`config.mk`:
```
export PLATFORM = sky130hd
export DESIGN_NAME = pointwise_frame_scheduler
export DESIGN_NICKNAME = d
export VERILOG_FILES = /design/src/rtl/pointwise_frame_scheduler.sv
export SDC_FILE = /design/constraint.sdc
export NUM_CORES = 1
export LEC_CHECK = 0
export BUFFER_PORTS_ARGS = -buffer_cell sky130_fd_sc_hd__buf_2
export CAP_MARGIN = 0
export CORE_ASPECT_RATIO = 1.2
export CORE_MARGIN = 4
export CORE_UTILIZATION = 55
export DETAILED_ROUTE_END_ITERATION = 6
export PLACE_DENSITY = 0.89
export SETUP_SLACK_MARGIN = 0.3
export SYNTH_ARGS = -nofsm -noshare
export SYNTH_HDL_FRONTEND = slang
export SYNTH_SLANG_ARGS = --single-unit
```
`constraint.sdc`:
```
create_clock -name clk -period 3.1 [get_ports clk]
set_input_delay 0.155 -clock clk [delete_from_list [all_inputs] [get_ports clk]]
set_output_delay 0.155 -clock clk [all_outputs]
set_load 0.02 [all_outputs]
```
`src/rtl/pointwise_frame_scheduler.sv`:
```
// Frame controller for a non-stallable flush/read_en/write_valid pointwise unit: bridges a
// valid/ready pixel source, counts pixels per frame and flags schedule violations.
module pointwise_frame_scheduler #(
   parameter int DW           = 16,
   parameter int CW           = 16,
   parameter int NUM_IN       = 4096,
   parameter int NUM_OUT      = 4096,
   parameter int FLUSH_CYCLES = 1,
   parameter int TIMEOUT      = 65535
) (
   input  logic          clk,
   input  logic          rst,
   input  logic          start,
   output logic          busy,
   output logic          done,
   output logic          err,
   output logic [1:0]    err_code,
   output logic [CW-1:0] in_count,
   output logic [CW-1:0] out_count,
   input  logic          src_valid,
   input  logic [DW-1:0] src_data,
   output logic          src_ready,
   output logic          dut_flush,
   input  logic          dut_read_en,
   output logic [DW-1:0] dut_read_data,
   input  logic          dut_write_valid,
   input  logic [DW-1:0] dut_write_data,
   output logic          sink_valid,
   output logic [DW-1:0] sink_data
);

   typedef enum logic [2:0] {S_IDLE, S_FLUSH, S_RUN, S_DRAIN, S_DONE, S_ERR} state_t;

   localparam logic [CW-1:0] NIN     = CW'(NUM_IN);
   localparam logic [CW-1:0] NOUT    = CW'(NUM_OUT);
   localparam logic [CW-1:0] FL_LAST = CW'(FLUSH_CYCLES - 1);
   localparam logic [CW-1:0] TO_LIM  = CW'(TIMEOUT);
   localparam logic [CW-1:0] ONE     = CW'(1);

   localparam logic [1:0] EC_NONE      = 2'd0;
   localparam logic [1:0] EC_UNDERFLOW = 2'd1;
   localparam logic [1:0] EC_OVERRUN   = 2'd2;
   localparam logic [1:0] EC_TIMEOUT   = 2'd3;

   state_t        state_q, state_d;
   logic [CW-1:0] in_cnt_q, in_cnt_d;
   logic [CW-1:0] out_cnt_q, out_cnt_d;
   logic [CW-1:0] wd_q, wd_d;
   logic [CW-1:0] fl_q, fl_d;
   logic [1:0]    err_code_q, err_code_d;
   logic          sink_valid_q, sink_valid_d;
   logic [DW-1:0] sink_data_q, sink_data_d;

   logic          active;
   logic          silent;
   logic          underflow;
   logic          overrun;
   logic          wd_expire;
   logic [CW-1:0] wd_inc;

   always_comb begin
      state_d      = state_q;
      in_cnt_d     = in_cnt_q;
      out_cnt_d    = out_cnt_q;
      wd_d         = wd_q;
      fl_d         = fl_q;
      err_code_d   = err_code_q;
      sink_valid_d = 1'b0;
      sink_data_d  = sink_data_q;

      active    = (state_q == S_RUN) || (state_q == S_DRAIN);
      silent    = active && !dut_read_en && !dut_write_valid;
      wd_inc    = wd_q + ONE;
      underflow = (state_q == S_RUN) && dut_read_en && !src_valid;
      overrun   = active && ((dut_read_en && (in_cnt_q == NIN)) ||
                             (dut_write_valid && (out_cnt_q == NOUT)));
      wd_expire = silent && (wd_inc == TO_LIM);

      case (state_q)
         S_IDLE, S_ERR: begin
            if (start) begin
               state_d    = S_FLUSH;
               in_cnt_d   = '0;
               out_cnt_d  = '0;
               wd_d       = '0;
               fl_d       = '0;
               err_code_d = EC_NONE;
            end
         end
         S_FLUSH: begin
            if (fl_q == FL_LAST) state_d = S_RUN;
            else                 fl_d    = fl_q + ONE;
         end
         S_RUN, S_DRAIN: begin
            // A violating cycle is not counted or forwarded: counters freeze at the fault.
            if (underflow) begin
               state_d    = S_ERR;
               err_code_d = EC_UNDERFLOW;
            end else if (overrun) begin
               state_d    = S_ERR;
               err_code_d = EC_OVERRUN;
            end else if (wd_expire) begin
               state_d    = S_ERR;
               err_code_d = EC_TIMEOUT;
            end else begin
               if (dut_read_en)     in_cnt_d  = in_cnt_q + ONE;
               if (dut_write_valid) begin
                  out_cnt_d   = out_cnt_q + ONE;
                  sink_data_d = dut_write_data;
               end
               sink_valid_d = dut_write_valid;
               wd_d         = silent ? wd_inc : '0;
               if ((in_cnt_d == NIN) && (out_cnt_d == NOUT)) state_d = S_DONE;
               else if (in_cnt_d == NIN)                     state_d = S_DRAIN;
            end
         end
         S_DONE:  state_d = S_IDLE;
         default: state_d = S_IDLE;
      endcase
   end

   always_ff @(posedge clk) begin
      if (rst) begin
         state_q      <= S_IDLE;
         in_cnt_q     <= '0;
         out_cnt_q    <= '0;
         wd_q         <= '0;
         fl_q         <= '0;
         err_code_q   <= EC_NONE;
         sink_valid_q <= 1'b0;
         sink_data_q  <= '0;
      end else begin
         state_q      <= state_d;
         in_cnt_q     <= in_cnt_d;
         out_cnt_q    <= out_cnt_d;
         wd_q         <= wd_d;
         fl_q         <= fl_d;
         err_code_q   <= err_code_d;
         sink_valid_q <= sink_valid_d;
         sink_data_q  <= sink_data_d;
      end
   end

   assign busy          = (state_q == S_FLUSH) || (state_q == S_RUN) || (state_q == S_DRAIN);
   assign done          = (state_q == S_DONE);
   assign err           = (state_q == S_ERR);
   assign err_code      = err_code_q;
   assign in_count      = in_cnt_q;
   assign out_count     = out_cnt_q;
   assign dut_flush     = (state_q == S_FLUSH);
   assign src_ready     = dut_read_en && (state_q == S_RUN) && (in_cnt_q < NIN);
   assign dut_read_data = src_data;
   assign sink_valid    = sink_valid_q;
   assign sink_data     = sink_data_q;

endmodule

```
==> flow_summary.yaml, run 1 <==
critical_path:
  crit_arrival_ps: 3050
  path_depth: 9
  crit_chain: "nand3_4 -> or2_1 -> o32a_1 -> or3_1 -> buf_4 -> o21ai_0 -> o31ai_1 -> a32oi_1 -> and3_1"
  crit_fanout: 9
  endpoint_kind: "flip-flop"
  cp.required_ps: 3420
  cp-start-kind: "flip-flop"
  path_delay_family: "simple AND/OR/NAND/NOR gates"
  worst_path_max_delay_cell: "dfxtp_1"
  critPathKind: "flip-flop to flip-flop"
  cp.buffers_inverters: 1
  ff2ff_path_depth: 9
  max_stage_delay_ps: 450
clock_network:
  cts_buffers: 9
  clkTransAtPathRegs_ps: 90
  clock_sinks: 86
  cts_tree: "yes"
  clock_latency_ps: 370
  cts_buffer_depth: 2
  root_buffer: "clkbuf_8"
  h-tree-depth: 3
synthesis:
  avgSynthCellArea_um2: 7.64
  async_flop_share: 0
  synth_ff_type: "dfxtp_1"
  syn-num-nets: 716
  synth_cells: 670
  synth_area_leaders: "dfxtp_1, nand2_1, a21oi_1"
  synth_warnings: 0
  ys_types: 72
  synth.ff_latch_count: 86
  synth-edff-count: 0
  netlist.area_leader.share: 0.336
  synth-seq-area-share: 0.336
  yosysTopAreaCell: "dfxtp_1"
  synth_area_mm2: 0.00512
placement:
  post-dp-hpwl_mm: 9.66
  io_buffers: 77
  pre_cts_ws_ps: 69.9
  routabilityCongestion: 0.945
drt:
  drt_iter0_markers: 596
  wl_per_cell_um: 17.2
  postRouteAntennaNets: 0
  drc: 0
  firstDrtPassIters: 5
  vias: 5425
  finalWirelength_mm: 14.7
  vias_per_cell: 6.36
final_layout:
  final_nets: 774
  diodes: 0
  regArea_mm2: 0.00173
  syn_to_final_growth_pct: 16.0
  nFillCells: 720
  multi_input_comb_area_mm2: 0.00305
  drive_gt1_frac: 0.213
run_status:
  outcome: "completed"
die:
  num_rows: 38
  fp.coreArea_mm2: 0.00908
  die-area_mm2: 0.0109
  die_height_um: 114
  start_util: 0.564
  dieWidth_um: 96.1
  io_pins: 110
power_and_ir_drop:
  vdd_drop_max_uv: 316
  p_per_area_mw_per_mm2: 531
  p_leak_nw: 2.22
  intPower_mw: 2.01
  p_sw_frac: 0.361
  comb_power_share: 0.311
  power_switching_mw: 1.14
  seqPwrFrac: 0.382
  pwr-share-clk: 0.307
sta:
  fin_ws_ps: 367
  period_share: 0.882
  slew_headroom: 0.507
  finClkSkew_ps: 9.26
  rsz0062_at_grt: "no"
  tns_ps: 0
  hold_ws_ps: 13.4
  slew_violations: 0
  hold_viol: 0
  layout_min_cycle_time_ps: 2730
  timing.fmax_ghz: 0.366
  tightest_slew_ps: 740
  setup_violations: 0
worst_hold_path:
  holdPathStages: 3
  hold_class: "input port to flip-flop"
grt:
  grt_pass1_wl_mm: 23.1
  antenna_found_initial: 0
  grt_pass1_vias: 4975
  grt_util_all_layers: 0.263
  grt_max_degree: 68
  grt_overflow: 0
job:
  cap_violations: 0
layout make-up:
cell class / instances / share of cell area
multi-input combinational: 502 / 0.514
sequential: 86 / 0.292
timing repair buffer: 111 / 0.116
tap: 120 / 0.0253
clock buffer: 10 / 0.0215
clock inverter: 6 / 0.0196
inverter: 18 / 0.0114
metrics by stage:
| step | area [um^2] | std cells | util | power (mW) |
|---|---|---|---|---|
| after floorplan | 5120 | 670 | - | 1.90 |
| after CTS | 5800 | 847 | 0.639 | 3.07 |
| after detailed placement | 5480 | 826 | 0.603 | 2.07 |
| after global placement | 5480 | 826 | 0.603 | 2.04 |
| after global routing | 5940 | 853 | 0.654 | 3.29 |
| final | 5940 | 853 | 0.654 | 3.15 |
logic make-up after synthesis:
family,after synthesis,share of synthesized area
adder cells (fa/ha/maj),8,0.0196
XOR/XNOR,29,0.0496
AND/OR/NAND/NOR,308,0.313
multiplexers,1,0.00196
buffers and inverters,83,0.0829
AO/OA/AOI/OAI,155,0.197
flip-flops,86,0.336
registers in the layout, summed over array words and instances, names as in the netlist:
| signal | flops |
|---|---|
| err_code | 2 |
| wd_q | 16 |
| state_q | 3 |
| in_count | 16 |
| sink_data | 16 |
| out_count | 16 |
| fl_q | 16 |
| sink_valid | 1 |
placed cells by master (no fill, tap or decap), drive strengths merged, types with 7 or more instances in the layout:
master / Yosys / routed
dfxtp: 86 / 86
or3: 9 / 9
xor2: 17 / 17
nor2: 62 / 63
xnor2: 12 / 12
ha: 8 / 8
inv: 18 / 20
nand4: 17 / 17
a21oi: 54 / 54
nand3b: 7 / 7
nor3: 25 / 25
nand3: 31 / 31
a311oi: 18 / 18
nand2: 94 / 94
buf: 34 / 107
clkbuf: 31 / 10
nor4: 15 / 15
a31oi: 9 / 9
o21ai: 35 / 35
power by group through the flow:
stage          clock network (mW)  logic [mW]  registers, mW
6_report                    0.968       0.979           1.20
5_1_grt                      1.02        1.06           1.21
4_1_cts                     0.979       0.888           1.20
3_5_place_dp                    0       0.842           1.23
3_3_place_gp                    0       0.814           1.22
2_1_floorplan                   0       0.654           1.24
layer usage:
layer | GRT usage | vias up | part of all wire
li1 | - | 2519 | -
met3 | 0.0429 | 78 | 0.076
met2 | 0.448 | 317 | 0.50
met1 | 0.304 | 2511 | 0.37
met5 | 0 | - | 0
met4 | 0.152 | 0 | 0.048
tightest hold or removal path, stage by stage:
cell and delay (ps):
buf_2 100, nand2_1 50, a21oi_1 50
path summary, 6_finish.rpt:
path	startpoint	end	slack [ps]
min	dut_write_data[5]	sink_data[5]	10
max reg2reg	wd_q[6]	state_q[0]	370
min reg2reg	sink_data[6]	sink_data[6]	460
max	wd_q[6]	state_q[0]	370
cell usage after synthesis, types with 4 or more instances:
master	count
a31oi_1	9
and3_1	6
and2_1	4
buf_2	11
a32o_1	4
o21ai_0	32
inv_1	18
nor2_1	61
ha_1	8
nor3_1	24
nand4_1	15
o41ai_1	5
nor4_1	13
a21oi_1	54
nor2b_1	6
dfxtp_1	86
nand2_1	93
nand3_1	28
buf_6	5
nand3b_1	7
buf_4	16
or3_1	9
xnor2_1	12
a311oi_1	18
clkbuf_1	30
and4_1	5
nand2b_1	5
or4_1	4
xor2_1	17
what timing repair did:
item                       4_1_cts  5_1_grt
hold endpoints to repair         4        0
pin swaps                        1        3
gates resized for setup          8       20
gates cloned                     0        1
setup endpoints to repair       43       64
buffers inserted                 1        5
hold buffers                     4        0
Power figures use the tool's default switching activity.
==> run 2: changes to the inputs <==
--- a/config.mk
+++ b/config.mk
@@ -8,7 +8,6 @@
 export BUFFER_PORTS_ARGS = -buffer_cell sky130_fd_sc_hd__buf_2
 export CAP_MARGIN = 0
 export CORE_ASPECT_RATIO = 1.2
-export CORE_MARGIN = 4
 export CORE_UTILIZATION = 55
 export DETAILED_ROUTE_END_ITERATION = 6
 export PLACE_DENSITY = 0.89
==> flow_summary.yaml, run 2 (synthesis gave the netlist of run 1 again) <==
grt:
  grt_util_all_layers: 0.274
  grt_max_degree: 68
  grt_pass1_vias: 4737
  antenna_found_initial: 0
  grt_pass1_wl_mm: 21.8
  grt_overflow: 0
placement:
  placed_cell_area_mm2: 0.00548
  placed_cells: 826
  routabilityCongestion: 0.918
  io_buffers: 77
  post-dp-hpwl_mm: 9.30
  pre_cts_ws_ps: 9.36
critical_path:
  ff2ff_path_depth: 11
  cp.required_ps: 3380
  endpoint_kind: "flip-flop"
  crit_chain: "ha_1 -> buf_4 -> nor2b_1 -> o21ai_0 -> a211o_1 -> a2111o_1 -> o211ai_4 -> buf_6 -> nor2_1 -> buf_4 -> a32o_1"
  cp.buffers_inverters: 3
  worst_path_max_delay_cell: "a2111o_1"
  rr_startpoint: "wd_q[0]"
  timing.rr.end: "wd_q[4]"
  critPathKind: "flip-flop to flip-flop"
  cp-start-kind: "flip-flop"
  path_common_cell: "buf_4"
  path_delay_family: "compound AO/OA/AOI/OAI gates"
  max_stage_delay_ps: 410
  crit_arrival_ps: 3040
  ff2ff_setup_slack_ps: 340
  crit_fanout: 10
sta:
  rsz0062_at_grt: "no"
  layout_min_cycle_time_ps: 2760
  tightest_slew_ps: 722
  slew_violations: 0
  hold_viol: 1
  fin_ws_ps: 342
  hold_ws_ps: -0.479
  period_share: 0.890
  setup_violations: 0
  slew_headroom: 0.519
  timing.fmax_ghz: 0.363
  finClkSkew_ps: 6.08
  tns_ps: 0
clock_network:
  cts_tree: "yes"
  clkTransAtPathRegs_ps: 90
  h-tree-depth: 3
  clock_latency_ps: 380
  cts_buffer_depth: 2
  clock_sinks: 86
  root_buffer: "clkbuf_8"
  cts_buffers: 9
die:
  num_rows: 38
  die-area_mm2: 0.00970
  io_pins: 110
  die_height_um: 108
  fp.coreArea_mm2: 0.00903
  start_util: 0.567
  dieWidth_um: 90.1
final_layout:
  final_nets: 777
  diodes: 0
  fin_util: 0.659
  drive_gt1_frac: 0.226
  layout_commonest_cell: "nand2_1"
  nFillCells: 725
  syn_to_final_growth_pct: 16.4
  final_cells: 856
  finalInstanceArea_mm2: 0.00596
  final_cell_mix: "nand2_1, buf_2, dfxtp_1"
power_and_ir_drop:
  vdd_drop_max_uv: 342
  p_per_area_mw_per_mm2: 519
  power_mw: 3.09
  p_leak_nw: 2.26
drt:
  wl_met1_mm: 5.40
  wl_met3_mm: 1.15
  wl_per_cell_um: 17.1
  firstDrtPassIters: 5
  wl_met2_mm: 7.36
  highest_layer: "met4"
  postRouteAntennaNets: 0
  drt_iter0_markers: 518
  finalWirelength_mm: 14.6
  vias_per_cell: 6.34
  drc: 0
  vias: 5430
worst_hold_path:
  whs_endpoint: "sink_data[9]"
  min_from: "dut_write_data[9]"
  holdPathStages: 3
  hold_class: "input port to flip-flop"
job:
  cap_violations: 0
run_status:
  outcome: "complete, but fails checks"
  violations: "hold timing"
==> run 2: power breakdown <==
part | switching (mW) | leakage [nW] | internal (mW)
logic | 0.694 | 1.45 | 0.357
registers | 0.0538 | 0.700 | 1.15
clock network | 0.453 | 0.106 | 0.383
total | 1.20 | 2.26 | 1.89
==> run 2: area by class of cell <==
type,instances,area (um^2),share of cell area
multi-input cells,502,3090,0.519
flip-flops and latches,86,1740,0.292
repair buffers,114,702,0.118
well taps,120,150,0.0252
clock buffers,9,124,0.0208
clock inverters,7,81.3,0.0137
inverters,18,67.6,0.0113
==> run 2: worst max-delay path by stage <==
stage          depth (start not counted)            to    startpoint  slack (ps)
2_1_floorplan                          9       wd_q[3]    state_q[2]         480
3_3_place_gp                           9  out_count[4]       wd_q[0]         120
3_5_place_dp                           9  out_count[4]       wd_q[0]           9
4_1_cts                               10  out_count[4]   in_count[0]         310
5_1_grt                                9    state_q[0]  out_count[1]         250
6_report                              11       wd_q[4]       wd_q[0]         340
==> run 2: what timing repair did <==
item                                    in CTS  in global routing
hold endpoints to repair                     0                  1
resized for setup                            6                 28
endpoints found under the setup margin      50                 61
buffers inserted                             3                  9
pin swaps                                    1                  6
hold buffers                                 0                  1
cloned                                       0                  1
==> run 2: tightest hold or removal path: cells and delay by family <==
family | cells | cell delay (ps)
AOI/OAI and AO/OA | 1 | 50
buffers and inverters | 1 | 90
and+or+nand+nor | 1 | 40
==> run 2: layer usage <==
metal	vias to the layer above	GRT usage
met1	2520	0.309
met4	0	0.144
met2	307	0.493
met3	82	0.0508
li1	2521	-
met5	-	0
